**config.mk**
```make
export PLATFORM = sky130hd
export DESIGN_NAME = hacd_mc_rd_arbiter_flat
export DESIGN_NICKNAME = d
export VERILOG_FILES = /design/src/rtl/hacd_pkg.sv /design/src/rtl/HACD_AXI_RD_BUS.sv /design/src/rtl/HACD_MC_AXI_RD_BUS.sv /design/src/rtl/hacd_rr_arb2.sv /design/src/rtl/hacd_mc_rd_arbiter.sv /design/src/flat_wrapper.sv
export SDC_FILE = /design/constraint.sdc
export NUM_CORES = 1
export LEC_CHECK = 0
export CORE_AREA = 2 2 173 175
export DETAILED_ROUTE_END_ITERATION = 10
export DIE_AREA = 0 0 175 177
export HOLD_SLACK_MARGIN = 0.1
export PLACE_DENSITY_LB_ADDON = 0.1
export SETUP_SLACK_MARGIN = 0.15
export SYNTH_ARGS = -nofsm -noshare
export SYNTH_HDL_FRONTEND = slang
export SYNTH_SLANG_ARGS = --single-unit
```
**constraint.sdc**
```tcl
create_clock -name clk -period 3.2 [get_ports clk]
set_input_delay 0.64 -clock clk [delete_from_list [all_inputs] [get_ports clk]]
set_output_delay 0.64 -clock clk [all_outputs]
set_load 0.05 [all_outputs]
```
**src/rtl/hacd_pkg.sv**
```systemverilog
// Shared HACD definitions: AXI read widths, port-tag position, AR payload and AR FSM state types.
`ifndef HACD_AXI4_ID_WIDTH
`define HACD_AXI4_ID_WIDTH 4
`endif
`ifndef HACD_MC_AXI4_ID_WIDTH
`define HACD_MC_AXI4_ID_WIDTH 6
`endif

package hacd_pkg;

    localparam int unsigned HACD_AXI4_ID_W        = `HACD_AXI4_ID_WIDTH;
    localparam int unsigned HACD_AXI4_ADDR_W      = 32;
    localparam int unsigned HACD_AXI4_DATA_W      = 64;
    localparam int unsigned HACD_AXI4_LEN_W       = 8;
    localparam int unsigned HACD_AXI4_SIZE_W      = 3;
    localparam int unsigned HACD_AXI4_BURST_W     = 2;
    localparam int unsigned HACD_AXI4_USER_W      = 4;

    localparam int unsigned HACD_MC_AXI4_ID_W     = `HACD_MC_AXI4_ID_WIDTH;
    localparam int unsigned HACD_MC_AXI4_ADDR_W   = 32;
    localparam int unsigned HACD_MC_AXI4_DATA_W   = 64;
    localparam int unsigned HACD_MC_AXI4_LEN_W    = 8;
    localparam int unsigned HACD_MC_AXI4_SIZE_W   = 3;
    localparam int unsigned HACD_MC_AXI4_BURST_W  = 2;
    localparam int unsigned HACD_MC_AXI4_USER_W   = 4;

    localparam int unsigned HACD_RD_PORTS         = 2;
    // MC id bit carrying the issuing port; requester ids sit below it
    localparam int unsigned HACD_PORT_TAG_BIT     = HACD_AXI4_ID_W;

    typedef struct packed {
        logic [HACD_MC_AXI4_ID_W-1:0]    id;
        logic [HACD_MC_AXI4_ADDR_W-1:0]  addr;
        logic [HACD_MC_AXI4_LEN_W-1:0]   len;
        logic [HACD_MC_AXI4_SIZE_W-1:0]  size;
        logic [HACD_MC_AXI4_BURST_W-1:0] burst;
        logic                            lock;
        logic [3:0]                      cache;
        logic [2:0]                      prot;
        logic [3:0]                      qos;
        logic [3:0]                      region;
        logic [HACD_MC_AXI4_USER_W-1:0]  user;
    } ar_payload_t;

    typedef enum logic {
        AR_IDLE = 1'b0,
        AR_HOLD = 1'b1
    } ar_state_e;

endpackage

```
**src/rtl/HACD_AXI_RD_BUS.sv**
```systemverilog
// HACD requester-side AXI4 read bus (AR and R channels).
interface HACD_AXI_RD_BUS;
    import hacd_pkg::*;

    logic                          axi_arvalid;
    logic                          axi_arready;
    logic [HACD_AXI4_ID_W-1:0]     axi_arid;
    logic [HACD_AXI4_ADDR_W-1:0]   axi_araddr;
    logic [HACD_AXI4_LEN_W-1:0]    axi_arlen;
    logic [HACD_AXI4_SIZE_W-1:0]   axi_arsize;
    logic [HACD_AXI4_BURST_W-1:0]  axi_arburst;
    logic                          axi_arlock;
    logic [3:0]                    axi_arcache;
    logic [2:0]                    axi_arprot;
    logic [3:0]                    axi_arqos;
    logic [3:0]                    axi_arregion;
    logic [HACD_AXI4_USER_W-1:0]   axi_aruser;

    logic                          axi_rvalid;
    logic                          axi_rready;
    logic [HACD_AXI4_ID_W-1:0]     axi_rid;
    logic [HACD_AXI4_DATA_W-1:0]   axi_rdata;
    logic [1:0]                    axi_rresp;
    logic                          axi_rlast;
    logic [HACD_AXI4_USER_W-1:0]   axi_ruser;

    modport mstr (
        output axi_arvalid, axi_arid, axi_araddr, axi_arlen, axi_arsize, axi_arburst,
               axi_arlock, axi_arcache, axi_arprot, axi_arqos, axi_arregion, axi_aruser,
               axi_rready,
        input  axi_arready, axi_rvalid, axi_rid, axi_rdata, axi_rresp, axi_rlast, axi_ruser
    );

    modport slv (
        input  axi_arvalid, axi_arid, axi_araddr, axi_arlen, axi_arsize, axi_arburst,
               axi_arlock, axi_arcache, axi_arprot, axi_arqos, axi_arregion, axi_aruser,
               axi_rready,
        output axi_arready, axi_rvalid, axi_rid, axi_rdata, axi_rresp, axi_rlast, axi_ruser
    );

endinterface

```
**src/rtl/HACD_MC_AXI_RD_BUS.sv**
```systemverilog
// Memory-controller-side AXI4 read bus (AR and R channels), wider id carries the port tag.
interface HACD_MC_AXI_RD_BUS;
    import hacd_pkg::*;

    logic                             axi_arvalid;
    logic                             axi_arready;
    logic [HACD_MC_AXI4_ID_W-1:0]     axi_arid;
    logic [HACD_MC_AXI4_ADDR_W-1:0]   axi_araddr;
    logic [HACD_MC_AXI4_LEN_W-1:0]    axi_arlen;
    logic [HACD_MC_AXI4_SIZE_W-1:0]   axi_arsize;
    logic [HACD_MC_AXI4_BURST_W-1:0]  axi_arburst;
    logic                             axi_arlock;
    logic [3:0]                       axi_arcache;
    logic [2:0]                       axi_arprot;
    logic [3:0]                       axi_arqos;
    logic [3:0]                       axi_arregion;
    logic [HACD_MC_AXI4_USER_W-1:0]   axi_aruser;

    logic                             axi_rvalid;
    logic                             axi_rready;
    logic [HACD_MC_AXI4_ID_W-1:0]     axi_rid;
    logic [HACD_MC_AXI4_DATA_W-1:0]   axi_rdata;
    logic [1:0]                       axi_rresp;
    logic                             axi_rlast;
    logic [HACD_MC_AXI4_USER_W-1:0]   axi_ruser;

    modport mstr (
        output axi_arvalid, axi_arid, axi_araddr, axi_arlen, axi_arsize, axi_arburst,
               axi_arlock, axi_arcache, axi_arprot, axi_arqos, axi_arregion, axi_aruser,
               axi_rready,
        input  axi_arready, axi_rvalid, axi_rid, axi_rdata, axi_rresp, axi_rlast, axi_ruser
    );

    modport slv (
        input  axi_arvalid, axi_arid, axi_araddr, axi_arlen, axi_arsize, axi_arburst,
               axi_arlock, axi_arcache, axi_arprot, axi_arqos, axi_arregion, axi_aruser,
               axi_rready,
        output axi_arready, axi_rvalid, axi_rid, axi_rdata, axi_rresp, axi_rlast, axi_ruser
    );

endinterface

```
**src/rtl/hacd_rr_arb2.sv**
```systemverilog
// Two-input round-robin arbiter: one-hot grant, pointer flips only after a contested grant.
module hacd_rr_arb2 (
    input  logic       clk,
    input  logic       rst_n,
    input  logic [1:0] req,
    input  logic       advance,
    output logic [1:0] gnt
);

    logic ptr_q;

    always_comb begin
        gnt = req;
        if (req == 2'b11) begin
            gnt = ptr_q ? 2'b10 : 2'b01;
        end
    end

    always_ff @(posedge clk or negedge rst_n) begin
        if (!rst_n) begin
            ptr_q <= 1'b0;
        end else if (advance && (req == 2'b11)) begin
            ptr_q <= ~ptr_q;
        end
    end

endmodule

```
**src/rtl/hacd_mc_rd_arbiter.sv**
```systemverilog
// Shares the MC read bus between the host path (s0) and the HACD engine (s1):
// round-robin AR with one held AR stage, per-port outstanding limit, id-tagged R routing.
module hacd_mc_rd_arbiter
    import hacd_pkg::*;
#(
    parameter  int unsigned MAX_OUTSTANDING = 8,
    localparam int unsigned CNT_W           = $clog2(MAX_OUTSTANDING + 1)
) (
    input  logic                    clk,
    input  logic                    rst_n,
    HACD_AXI_RD_BUS.slv             s0,
    HACD_AXI_RD_BUS.slv             s1,
    HACD_MC_AXI_RD_BUS.mstr         m,
    output logic                    busy
);

    if (HACD_MC_AXI4_ID_W < HACD_AXI4_ID_W + 1) begin : g_bad_id_w
        $error("MC id width must hold requester id plus port tag");
    end
    if (HACD_MC_AXI4_DATA_W != HACD_AXI4_DATA_W) begin : g_bad_data_w
        $error("data width mismatch between HACD and MC buses");
    end
    if (HACD_MC_AXI4_LEN_W != HACD_AXI4_LEN_W) begin : g_bad_len_w
        $error("len width mismatch between HACD and MC buses");
    end
    if (HACD_MC_AXI4_SIZE_W != HACD_AXI4_SIZE_W) begin : g_bad_size_w
        $error("size width mismatch between HACD and MC buses");
    end
    if (HACD_MC_AXI4_BURST_W != HACD_AXI4_BURST_W) begin : g_bad_burst_w
        $error("burst width mismatch between HACD and MC buses");
    end
    if (MAX_OUTSTANDING < 1) begin : g_bad_max_out
        $error("MAX_OUTSTANDING must be at least 1");
    end

    ar_state_e         state_q, state_d;
    ar_payload_t       ar_q, ar_d;
    ar_payload_t       req_pl [HACD_RD_PORTS];
    logic [CNT_W-1:0]  cnt_q  [HACD_RD_PORTS];

    logic [1:0] arvalid_c;
    logic [1:0] req_c;
    logic [1:0] gnt_c;
    logic [1:0] rdone_c;
    logic       tag_c;
    logic       r_hs_c;
    logic       unused_rid_c;

    // Requester payloads with the port tag stitched into the MC id
    always_comb begin
        req_pl[0] = '{id:     HACD_MC_AXI4_ID_W'({1'b0, s0.axi_arid}),
                      addr:   s0.axi_araddr,   len:    s0.axi_arlen,
                      size:   s0.axi_arsize,   burst:  s0.axi_arburst,
                      lock:   s0.axi_arlock,   cache:  s0.axi_arcache,
                      prot:   s0.axi_arprot,   qos:    s0.axi_arqos,
                      region: s0.axi_arregion, user:   s0.axi_aruser};
        req_pl[1] = '{id:     HACD_MC_AXI4_ID_W'({1'b1, s1.axi_arid}),
                      addr:   s1.axi_araddr,   len:    s1.axi_arlen,
                      size:   s1.axi_arsize,   burst:  s1.axi_arburst,
                      lock:   s1.axi_arlock,   cache:  s1.axi_arcache,
                      prot:   s1.axi_arprot,   qos:    s1.axi_arqos,
                      region: s1.axi_arregion, user:   s1.axi_aruser};
    end

    assign arvalid_c = {s1.axi_arvalid, s0.axi_arvalid};

    // Only idle, out-of-reset and under-limit requests compete
    always_comb begin
        req_c = 2'b00;
        for (int i = 0; i < int'(HACD_RD_PORTS); i++) begin
            req_c[i] = rst_n && (state_q == AR_IDLE) && arvalid_c[i] &&
                       (cnt_q[i] < CNT_W'(MAX_OUTSTANDING));
        end
    end

    hacd_rr_arb2 u_rr_arb2 (
        .clk     (clk),
        .rst_n   (rst_n),
        .req     (req_c),
        .advance (|gnt_c),
        .gnt     (gnt_c)
    );

    assign s0.axi_arready = gnt_c[0];
    assign s1.axi_arready = gnt_c[1];

    always_comb begin
        state_d = state_q;
        ar_d    = ar_q;
        case (state_q)
            AR_IDLE: begin
                if (|gnt_c) begin
                    state_d = AR_HOLD;
                    ar_d    = gnt_c[1] ? req_pl[1] : req_pl[0];
                end
            end
            AR_HOLD: begin
                if (m.axi_arready) begin
                    state_d = AR_IDLE;
                end
            end
            default: state_d = AR_IDLE;
        endcase
    end

    always_ff @(posedge clk or negedge rst_n) begin
        if (!rst_n) begin
            state_q <= AR_IDLE;
        end else begin
            state_q <= state_d;
        end
    end

    always_ff @(posedge clk or negedge rst_n) begin
        if (!rst_n) begin
            ar_q <= '0;
        end else begin
            ar_q <= ar_d;
        end
    end

    assign m.axi_arvalid  = (state_q == AR_HOLD);
    assign m.axi_arid     = ar_q.id;
    assign m.axi_araddr   = ar_q.addr;
    assign m.axi_arlen    = ar_q.len;
    assign m.axi_arsize   = ar_q.size;
    assign m.axi_arburst  = ar_q.burst;
    assign m.axi_arlock   = ar_q.lock;
    assign m.axi_arcache  = ar_q.cache;
    assign m.axi_arprot   = ar_q.prot;
    assign m.axi_arqos    = ar_q.qos;
    assign m.axi_arregion = ar_q.region;
    assign m.axi_aruser   = ar_q.user;

    // R beats steered by the tag bit; payload fans out to both ports
    assign tag_c        = m.axi_rid[HACD_PORT_TAG_BIT];
    assign unused_rid_c = ^m.axi_rid;

    assign s0.axi_rvalid = rst_n && m.axi_rvalid && !tag_c;
    assign s1.axi_rvalid = rst_n && m.axi_rvalid &&  tag_c;
    assign m.axi_rready  = rst_n && (tag_c ? s1.axi_rready : s0.axi_rready);

    assign s0.axi_rid   = m.axi_rid[HACD_AXI4_ID_W-1:0];
    assign s1.axi_rid   = m.axi_rid[HACD_AXI4_ID_W-1:0];
    assign s0.axi_rdata = m.axi_rdata;
    assign s1.axi_rdata = m.axi_rdata;
    assign s0.axi_rresp = m.axi_rresp;
    assign s1.axi_rresp = m.axi_rresp;
    assign s0.axi_rlast = m.axi_rlast;
    assign s1.axi_rlast = m.axi_rlast;
    assign s0.axi_ruser = m.axi_ruser;
    assign s1.axi_ruser = m.axi_ruser;

    assign r_hs_c     = m.axi_rvalid && m.axi_rready && m.axi_rlast;
    assign rdone_c[0] = r_hs_c && !tag_c;
    assign rdone_c[1] = r_hs_c &&  tag_c;

    // Burst accounting; a coincident accept and final beat cancel out
    always_ff @(posedge clk or negedge rst_n) begin
        if (!rst_n) begin
            for (int i = 0; i < int'(HACD_RD_PORTS); i++) begin
                cnt_q[i] <= '0;
            end
        end else begin
            for (int i = 0; i < int'(HACD_RD_PORTS); i++) begin
                if (gnt_c[i] && !rdone_c[i]) begin
                    cnt_q[i] <= cnt_q[i] + CNT_W'(1);
                end else if (!gnt_c[i] && rdone_c[i]) begin
                    cnt_q[i] <= cnt_q[i] - CNT_W'(1);
                end
            end
        end
    end

    always_ff @(posedge clk) begin
        if (rst_n) begin
            for (int i = 0; i < int'(HACD_RD_PORTS); i++) begin
                assert (!(rdone_c[i] && (cnt_q[i] == '0)));
            end
        end
    end

    assign busy = (state_q == AR_HOLD) || (cnt_q[0] != '0) || (cnt_q[1] != '0);

endmodule
```
**src/flat_wrapper.sv**
```systemverilog
// flat-port wrapper written by rule: the top's interface ports become plain ports
module hacd_mc_rd_arbiter_flat import hacd_pkg::*;
#(
    parameter  int unsigned MAX_OUTSTANDING = 8,
    localparam int unsigned CNT_W           = $clog2(MAX_OUTSTANDING + 1)
)
  (clk, rst_n, busy, s0_axi_arvalid, s0_axi_arid, s0_axi_araddr, s0_axi_arlen, s0_axi_arsize, s0_axi_arburst, s0_axi_arlock, s0_axi_arcache, s0_axi_arprot, s0_axi_arqos, s0_axi_arregion, s0_axi_aruser, s0_axi_rready, s0_axi_arready, s0_axi_rvalid, s0_axi_rid, s0_axi_rdata, s0_axi_rresp, s0_axi_rlast, s0_axi_ruser, s1_axi_arvalid, s1_axi_arid, s1_axi_araddr, s1_axi_arlen, s1_axi_arsize, s1_axi_arburst, s1_axi_arlock, s1_axi_arcache, s1_axi_arprot, s1_axi_arqos, s1_axi_arregion, s1_axi_aruser, s1_axi_rready, s1_axi_arready, s1_axi_rvalid, s1_axi_rid, s1_axi_rdata, s1_axi_rresp, s1_axi_rlast, s1_axi_ruser, m_axi_arvalid, m_axi_arid, m_axi_araddr, m_axi_arlen, m_axi_arsize, m_axi_arburst, m_axi_arlock, m_axi_arcache, m_axi_arprot, m_axi_arqos, m_axi_arregion, m_axi_aruser, m_axi_rready, m_axi_arready, m_axi_rvalid, m_axi_rid, m_axi_rdata, m_axi_rresp, m_axi_rlast, m_axi_ruser);
  HACD_AXI_RD_BUS s0_i ();
  HACD_AXI_RD_BUS s1_i ();
  HACD_MC_AXI_RD_BUS m_i ();
  input  logic clk;
  input  logic rst_n;
  output logic busy;
  input wire logic [$bits(s0_i.axi_arvalid)-1:0] s0_axi_arvalid;
  input wire logic [$bits(s0_i.axi_arid)-1:0] s0_axi_arid;
  input wire logic [$bits(s0_i.axi_araddr)-1:0] s0_axi_araddr;
  input wire logic [$bits(s0_i.axi_arlen)-1:0] s0_axi_arlen;
  input wire logic [$bits(s0_i.axi_arsize)-1:0] s0_axi_arsize;
  input wire logic [$bits(s0_i.axi_arburst)-1:0] s0_axi_arburst;
  input wire logic [$bits(s0_i.axi_arlock)-1:0] s0_axi_arlock;
  input wire logic [$bits(s0_i.axi_arcache)-1:0] s0_axi_arcache;
  input wire logic [$bits(s0_i.axi_arprot)-1:0] s0_axi_arprot;
  input wire logic [$bits(s0_i.axi_arqos)-1:0] s0_axi_arqos;
  input wire logic [$bits(s0_i.axi_arregion)-1:0] s0_axi_arregion;
  input wire logic [$bits(s0_i.axi_aruser)-1:0] s0_axi_aruser;
  input wire logic [$bits(s0_i.axi_rready)-1:0] s0_axi_rready;
  output wire logic [$bits(s0_i.axi_arready)-1:0] s0_axi_arready;
  output wire logic [$bits(s0_i.axi_rvalid)-1:0] s0_axi_rvalid;
  output wire logic [$bits(s0_i.axi_rid)-1:0] s0_axi_rid;
  output wire logic [$bits(s0_i.axi_rdata)-1:0] s0_axi_rdata;
  output wire logic [$bits(s0_i.axi_rresp)-1:0] s0_axi_rresp;
  output wire logic [$bits(s0_i.axi_rlast)-1:0] s0_axi_rlast;
  output wire logic [$bits(s0_i.axi_ruser)-1:0] s0_axi_ruser;
  input wire logic [$bits(s1_i.axi_arvalid)-1:0] s1_axi_arvalid;
  input wire logic [$bits(s1_i.axi_arid)-1:0] s1_axi_arid;
  input wire logic [$bits(s1_i.axi_araddr)-1:0] s1_axi_araddr;
  input wire logic [$bits(s1_i.axi_arlen)-1:0] s1_axi_arlen;
  input wire logic [$bits(s1_i.axi_arsize)-1:0] s1_axi_arsize;
  input wire logic [$bits(s1_i.axi_arburst)-1:0] s1_axi_arburst;
  input wire logic [$bits(s1_i.axi_arlock)-1:0] s1_axi_arlock;
  input wire logic [$bits(s1_i.axi_arcache)-1:0] s1_axi_arcache;
  input wire logic [$bits(s1_i.axi_arprot)-1:0] s1_axi_arprot;
  input wire logic [$bits(s1_i.axi_arqos)-1:0] s1_axi_arqos;
  input wire logic [$bits(s1_i.axi_arregion)-1:0] s1_axi_arregion;
  input wire logic [$bits(s1_i.axi_aruser)-1:0] s1_axi_aruser;
  input wire logic [$bits(s1_i.axi_rready)-1:0] s1_axi_rready;
  output wire logic [$bits(s1_i.axi_arready)-1:0] s1_axi_arready;
  output wire logic [$bits(s1_i.axi_rvalid)-1:0] s1_axi_rvalid;
  output wire logic [$bits(s1_i.axi_rid)-1:0] s1_axi_rid;
  output wire logic [$bits(s1_i.axi_rdata)-1:0] s1_axi_rdata;
  output wire logic [$bits(s1_i.axi_rresp)-1:0] s1_axi_rresp;
  output wire logic [$bits(s1_i.axi_rlast)-1:0] s1_axi_rlast;
  output wire logic [$bits(s1_i.axi_ruser)-1:0] s1_axi_ruser;
  output wire logic [$bits(m_i.axi_arvalid)-1:0] m_axi_arvalid;
  output wire logic [$bits(m_i.axi_arid)-1:0] m_axi_arid;
  output wire logic [$bits(m_i.axi_araddr)-1:0] m_axi_araddr;
  output wire logic [$bits(m_i.axi_arlen)-1:0] m_axi_arlen;
  output wire logic [$bits(m_i.axi_arsize)-1:0] m_axi_arsize;
  output wire logic [$bits(m_i.axi_arburst)-1:0] m_axi_arburst;
  output wire logic [$bits(m_i.axi_arlock)-1:0] m_axi_arlock;
  output wire logic [$bits(m_i.axi_arcache)-1:0] m_axi_arcache;
  output wire logic [$bits(m_i.axi_arprot)-1:0] m_axi_arprot;
  output wire logic [$bits(m_i.axi_arqos)-1:0] m_axi_arqos;
  output wire logic [$bits(m_i.axi_arregion)-1:0] m_axi_arregion;
  output wire logic [$bits(m_i.axi_aruser)-1:0] m_axi_aruser;
  output wire logic [$bits(m_i.axi_rready)-1:0] m_axi_rready;
  input wire logic [$bits(m_i.axi_arready)-1:0] m_axi_arready;
  input wire logic [$bits(m_i.axi_rvalid)-1:0] m_axi_rvalid;
  input wire logic [$bits(m_i.axi_rid)-1:0] m_axi_rid;
  input wire logic [$bits(m_i.axi_rdata)-1:0] m_axi_rdata;
  input wire logic [$bits(m_i.axi_rresp)-1:0] m_axi_rresp;
  input wire logic [$bits(m_i.axi_rlast)-1:0] m_axi_rlast;
  input wire logic [$bits(m_i.axi_ruser)-1:0] m_axi_ruser;
  assign s0_i.axi_arvalid = s0_axi_arvalid;
  assign s0_i.axi_arid = s0_axi_arid;
  assign s0_i.axi_araddr = s0_axi_araddr;
  assign s0_i.axi_arlen = s0_axi_arlen;
  assign s0_i.axi_arsize = s0_axi_arsize;
  assign s0_i.axi_arburst = s0_axi_arburst;
  assign s0_i.axi_arlock = s0_axi_arlock;
  assign s0_i.axi_arcache = s0_axi_arcache;
  assign s0_i.axi_arprot = s0_axi_arprot;
  assign s0_i.axi_arqos = s0_axi_arqos;
  assign s0_i.axi_arregion = s0_axi_arregion;
  assign s0_i.axi_aruser = s0_axi_aruser;
  assign s0_i.axi_rready = s0_axi_rready;
  assign s0_axi_arready = s0_i.axi_arready;
  assign s0_axi_rvalid = s0_i.axi_rvalid;
  assign s0_axi_rid = s0_i.axi_rid;
  assign s0_axi_rdata = s0_i.axi_rdata;
  assign s0_axi_rresp = s0_i.axi_rresp;
  assign s0_axi_rlast = s0_i.axi_rlast;
  assign s0_axi_ruser = s0_i.axi_ruser;
  assign s1_i.axi_arvalid = s1_axi_arvalid;
  assign s1_i.axi_arid = s1_axi_arid;
  assign s1_i.axi_araddr = s1_axi_araddr;
  assign s1_i.axi_arlen = s1_axi_arlen;
  assign s1_i.axi_arsize = s1_axi_arsize;
  assign s1_i.axi_arburst = s1_axi_arburst;
  assign s1_i.axi_arlock = s1_axi_arlock;
  assign s1_i.axi_arcache = s1_axi_arcache;
  assign s1_i.axi_arprot = s1_axi_arprot;
  assign s1_i.axi_arqos = s1_axi_arqos;
  assign s1_i.axi_arregion = s1_axi_arregion;
  assign s1_i.axi_aruser = s1_axi_aruser;
  assign s1_i.axi_rready = s1_axi_rready;
  assign s1_axi_arready = s1_i.axi_arready;
  assign s1_axi_rvalid = s1_i.axi_rvalid;
  assign s1_axi_rid = s1_i.axi_rid;
  assign s1_axi_rdata = s1_i.axi_rdata;
  assign s1_axi_rresp = s1_i.axi_rresp;
  assign s1_axi_rlast = s1_i.axi_rlast;
  assign s1_axi_ruser = s1_i.axi_ruser;
  assign m_axi_arvalid = m_i.axi_arvalid;
  assign m_axi_arid = m_i.axi_arid;
  assign m_axi_araddr = m_i.axi_araddr;
  assign m_axi_arlen = m_i.axi_arlen;
  assign m_axi_arsize = m_i.axi_arsize;
  assign m_axi_arburst = m_i.axi_arburst;
  assign m_axi_arlock = m_i.axi_arlock;
  assign m_axi_arcache = m_i.axi_arcache;
  assign m_axi_arprot = m_i.axi_arprot;
  assign m_axi_arqos = m_i.axi_arqos;
  assign m_axi_arregion = m_i.axi_arregion;
  assign m_axi_aruser = m_i.axi_aruser;
  assign m_axi_rready = m_i.axi_rready;
  assign m_i.axi_arready = m_axi_arready;
  assign m_i.axi_rvalid = m_axi_rvalid;
  assign m_i.axi_rid = m_axi_rid;
  assign m_i.axi_rdata = m_axi_rdata;
  assign m_i.axi_rresp = m_axi_rresp;
  assign m_i.axi_rlast = m_axi_rlast;
  assign m_i.axi_ruser = m_axi_ruser;
  hacd_mc_rd_arbiter #(.MAX_OUTSTANDING(MAX_OUTSTANDING)) u_core (.clk(clk), .rst_n(rst_n), .s0(s0_i), .s1(s1_i), .m(m_i), .busy(busy));
endmodule
```
==> results.cfg <==
[synthesis]
synth.cell_area_um2 = 5090
ys_ff_latch = 80
yosys.area.top_type_share = 0.393
yosys_warnings = 0
ys_types = 38
syn_area_per_cell_um2 = 10.8
yosys.area.top_type = dfrtp_1
synth_area_leaders = dfrtp_1 39%, buf_4 22%, o221a_1 15%
synth_fp_nets = 704
synthCells = 473
synth_seq_area_share = 0.393

[cells_and_area]
final_cells = 940
final_cell_mix = 220 x clkdlybuf4s50_1, 79 x dfrtp_1, 71 x or3_1, 68 x o221a_1, 21 x buf_4
design_area_um2 = 7000
layout_commonest_cell = clkdlybuf4s50_1
n_antenna_cell = 0
regArea_um2 = 2000
final_nets = 776
syn2layout_area_growth_pct = 37.4
multi_input_area_um2 = 1790
drive_gt1_frac = 0.0855
fillers = 3093

[critical_path]
critPathBufInv = 3
cp_slowest_cell = dlygate4sd3_1
required_ns = 3.42
max_stage_delay_ns = 0.56
worst_setup_path_start_kind = input pin
cp.arrival_ns = 3.10
crit_path_end_kind = register
crit_fanout = 9
critPathKind = in -> reg
crit_chain = dlygate4sd3_1, buf_4, nor2b_2, nand4b_1, ha_1, inv_1, ha_1, or4_1, o211ai_1, o211ai_1
setup.worst_path.start = rst_n
timing.rr.start = u_core.cnt_q[7]
critPathTopFamily = simple AND/OR/NAND/NOR gates

[placed_design]
port_buffers = 226
hpwl_um = 15500
globalplace.congestion = 0.767
placedCellCount = 923
dpl_cell_area_um2 = 6690

[pwr]
intPower_mw = 3.64
seq_power_share = 0.267
p_sw_frac = 0.472
peakVddDrop_uv = 370
p_sw_mw = 3.25
leakagePower_nw = 2.46
clockPowerShare = 0.160
power.density_nw_per_um2 = 984
p_comb_frac = 0.573

[timing]
post-route-min-period_ns = 2.88
setup_violations = 0
post-route-period-util = 0.900
drv_slew = 0
whs_ns = 0.504
grt_setup_unrepaired = no
maxSlewHeadroom = 0.347
hold_viol = 0
finClkSkew_ns = 0.00998
fin_setup_tns_ns = 0
tightestPinTransition_ns = 0.980
max_freq_ghz = 0.347

[clocking]
cts_tree = built
clock_latency_ns = 0.35
clockBufferDepth = 2
cts_max_level = 3
cts_root_buffer = clkbuf_16
clkTransAtPathRegs_ns = 0.06
clock-sinks = 80
cts_setup_buffers = 0
numCtsBuffers = 9
ctsResizeCount = 0

[detailed_routing]
drtPass1Iterations = 5
via_count = 3872
drcViolationCount = 0
ant_nets = 0
wl_per_cell_um = 22.4
drt-initial-drc-count = 153
wl_um = 21000
viasPerCell = 4.12

[floorplan]
coreArea_um2 = 29200
ios = 451
dieArea_um2 = 31000
num_rows = 63
initial_core_util = 0.174
die_h_um = 177
die_x_um = 175

[global_routing]
grt_pass1_vias = 4139
antenna_found_initial = 0
grt_max_degree = 71
track_usage = 0.132
grt_pass1_wl_um = 29800
grt_overflow = 0

[run]
drv_cap = 0

[min_path]
hp-class = reg -> reg
hp-start = u_core.m.axi_arid[4]

[run_status]
outcome = finished, final reports clean
[cell families (layout without fill, tap and decap cells)]
| logic type | Yosys count | after routing | synth area share |
|---|---|---|---|
| flops | 80 | 80 | 0.393 |
| buf+inv | 187 | 264 | 0.262 |
| mux | 5 | 5 | 0.0103 |
| fa+ha+maj | 8 | 8 | 0.0226 |
| other cells | 1 | 1 | 0.000737 |
| compound gates | 85 | 85 | 0.174 |
| xor+xnor | 5 | 5 | 0.00860 |
| simple gates | 102 | 102 | 0.128 |
[metrics by stage]
step	utilization	power [mW]	setup slack, ns
2_1_floorplan	-	4.81	0.217
3_3_place_gp	0.229	5.82	0.179
3_5_place_dp	0.229	5.83	0.147
4_1_cts	0.239	7.00	0.335
5_1_grt	0.239	7.25	0.166
6_report	0.239	6.88	0.319
[worst reg2reg max path: stages (launching register included)]
cell	delay, ns
dfrtp_1	0.48
nand4bb_1	0.25
o21bai_4	0.21
clkinvlp_4	0.07
ha_1	0.15
inv_1	0.06
ha_1	0.28
or4_1	0.53
o211ai_1	0.11
o211ai_1	0.12
[synthesized netlist by cell type]
library cell  instances
ha_1                  6
nand2b_1              3
xnor2_1               5
o21bai_1              1
nand4bb_4             1
a21o_1                1
buf_6                 7
nand4_1               1
nand3b_1              2
and3_1                1
o211ai_1              4
or4_1                 2
buf_4               152
and3b_1               1
nand4b_1              1
buf_2                 7
nor3_1                3
o221a_2               1
mux2_2                2
o21ai_0               2
clkbuf_1             16
nor4_1                1
nand3_1               5
nand4bb_1             1
o221a_1              68
inv_1                 5
o21a_1                1
conb_1                1
nor2_1                3
a2111o_1              2
mux2i_1               3
fa_1                  2
nand2_1               4
dfrtp_1              80
a21oi_1               5
nor3b_2               1
or3_1                71
nor2b_1               1
[state kept, by name, summed over array words and instances (netlist names)]
register,count
u_core.m.axi_arlen,8
u_core.m.axi_arprot,3
u_core.m.axi_arcache,4
u_core.m.axi_arvalid,1
u_core.u_rr_arb2.ptr_q,1
u_core.m.axi_araddr,32
u_core.m.axi_arid,5
u_core.m.axi_arlock,1
u_core.m.axi_arregion,4
u_core.m.axi_arqos,4
u_core.m.axi_arsize,3
u_core.m.axi_aruser,4
u_core.cnt_q,8
u_core.m.axi_arburst,2
[path summary, 6_finish.rpt]
path                       cells after the start  slack [ns]                     to
max                                           10        0.32        u_core.cnt_q[7]
min in group asynchronous                      2        0.72        u_core.cnt_q[2]
min reg2reg                                    1        0.50   u_core.m.axi_arid[4]
min                                            1        0.50   u_core.m.axi_arid[4]
max in group asynchronous                      4        1.04  u_core.m.axi_arqos[0]
max reg2reg                                    9        0.82        u_core.cnt_q[7]
[power by group through the flow]
stage,Sequential [mW],Clock (mW),Combinational [mW]
after global routing,1.91,1.19,4.15
after CTS,1.84,1.16,3.99
after global placement,1.84,0,3.97
after detailed placement,1.85,0,3.98
after floorplan,3.31,0,1.50
final,1.84,1.10,3.94
[timing repair]
item / 4_1_cts / 5_1_grt
hold endpoints to repair: 2 / 0
hold buffers: 1 / 0
endpoints found under the setup margin: 0 / 0
[cell type report]
| type | count | area share |
|---|---|---|
| multi-input combinational | 206 | 0.256 |
| inverter | 5 | 0.00322 |
| clock buffer | 12 | 0.0352 |
| clock inverter | 4 | 0.00751 |
| timing repair buffer | 243 | 0.342 |
| tap | 390 | 0.0697 |
| sequential | 80 | 0.286 |
[routing by layer]
metal,track usage,vias to the layer above,part of all wire
met5,0,-,0
met4,0.0344,0,0.014
met3,0.0653,22,0.11
met2,0.230,278,0.51
met1,0.141,1842,0.37
li1,-,1730,-
Note: power is estimated with default switching activity, not from simulation.
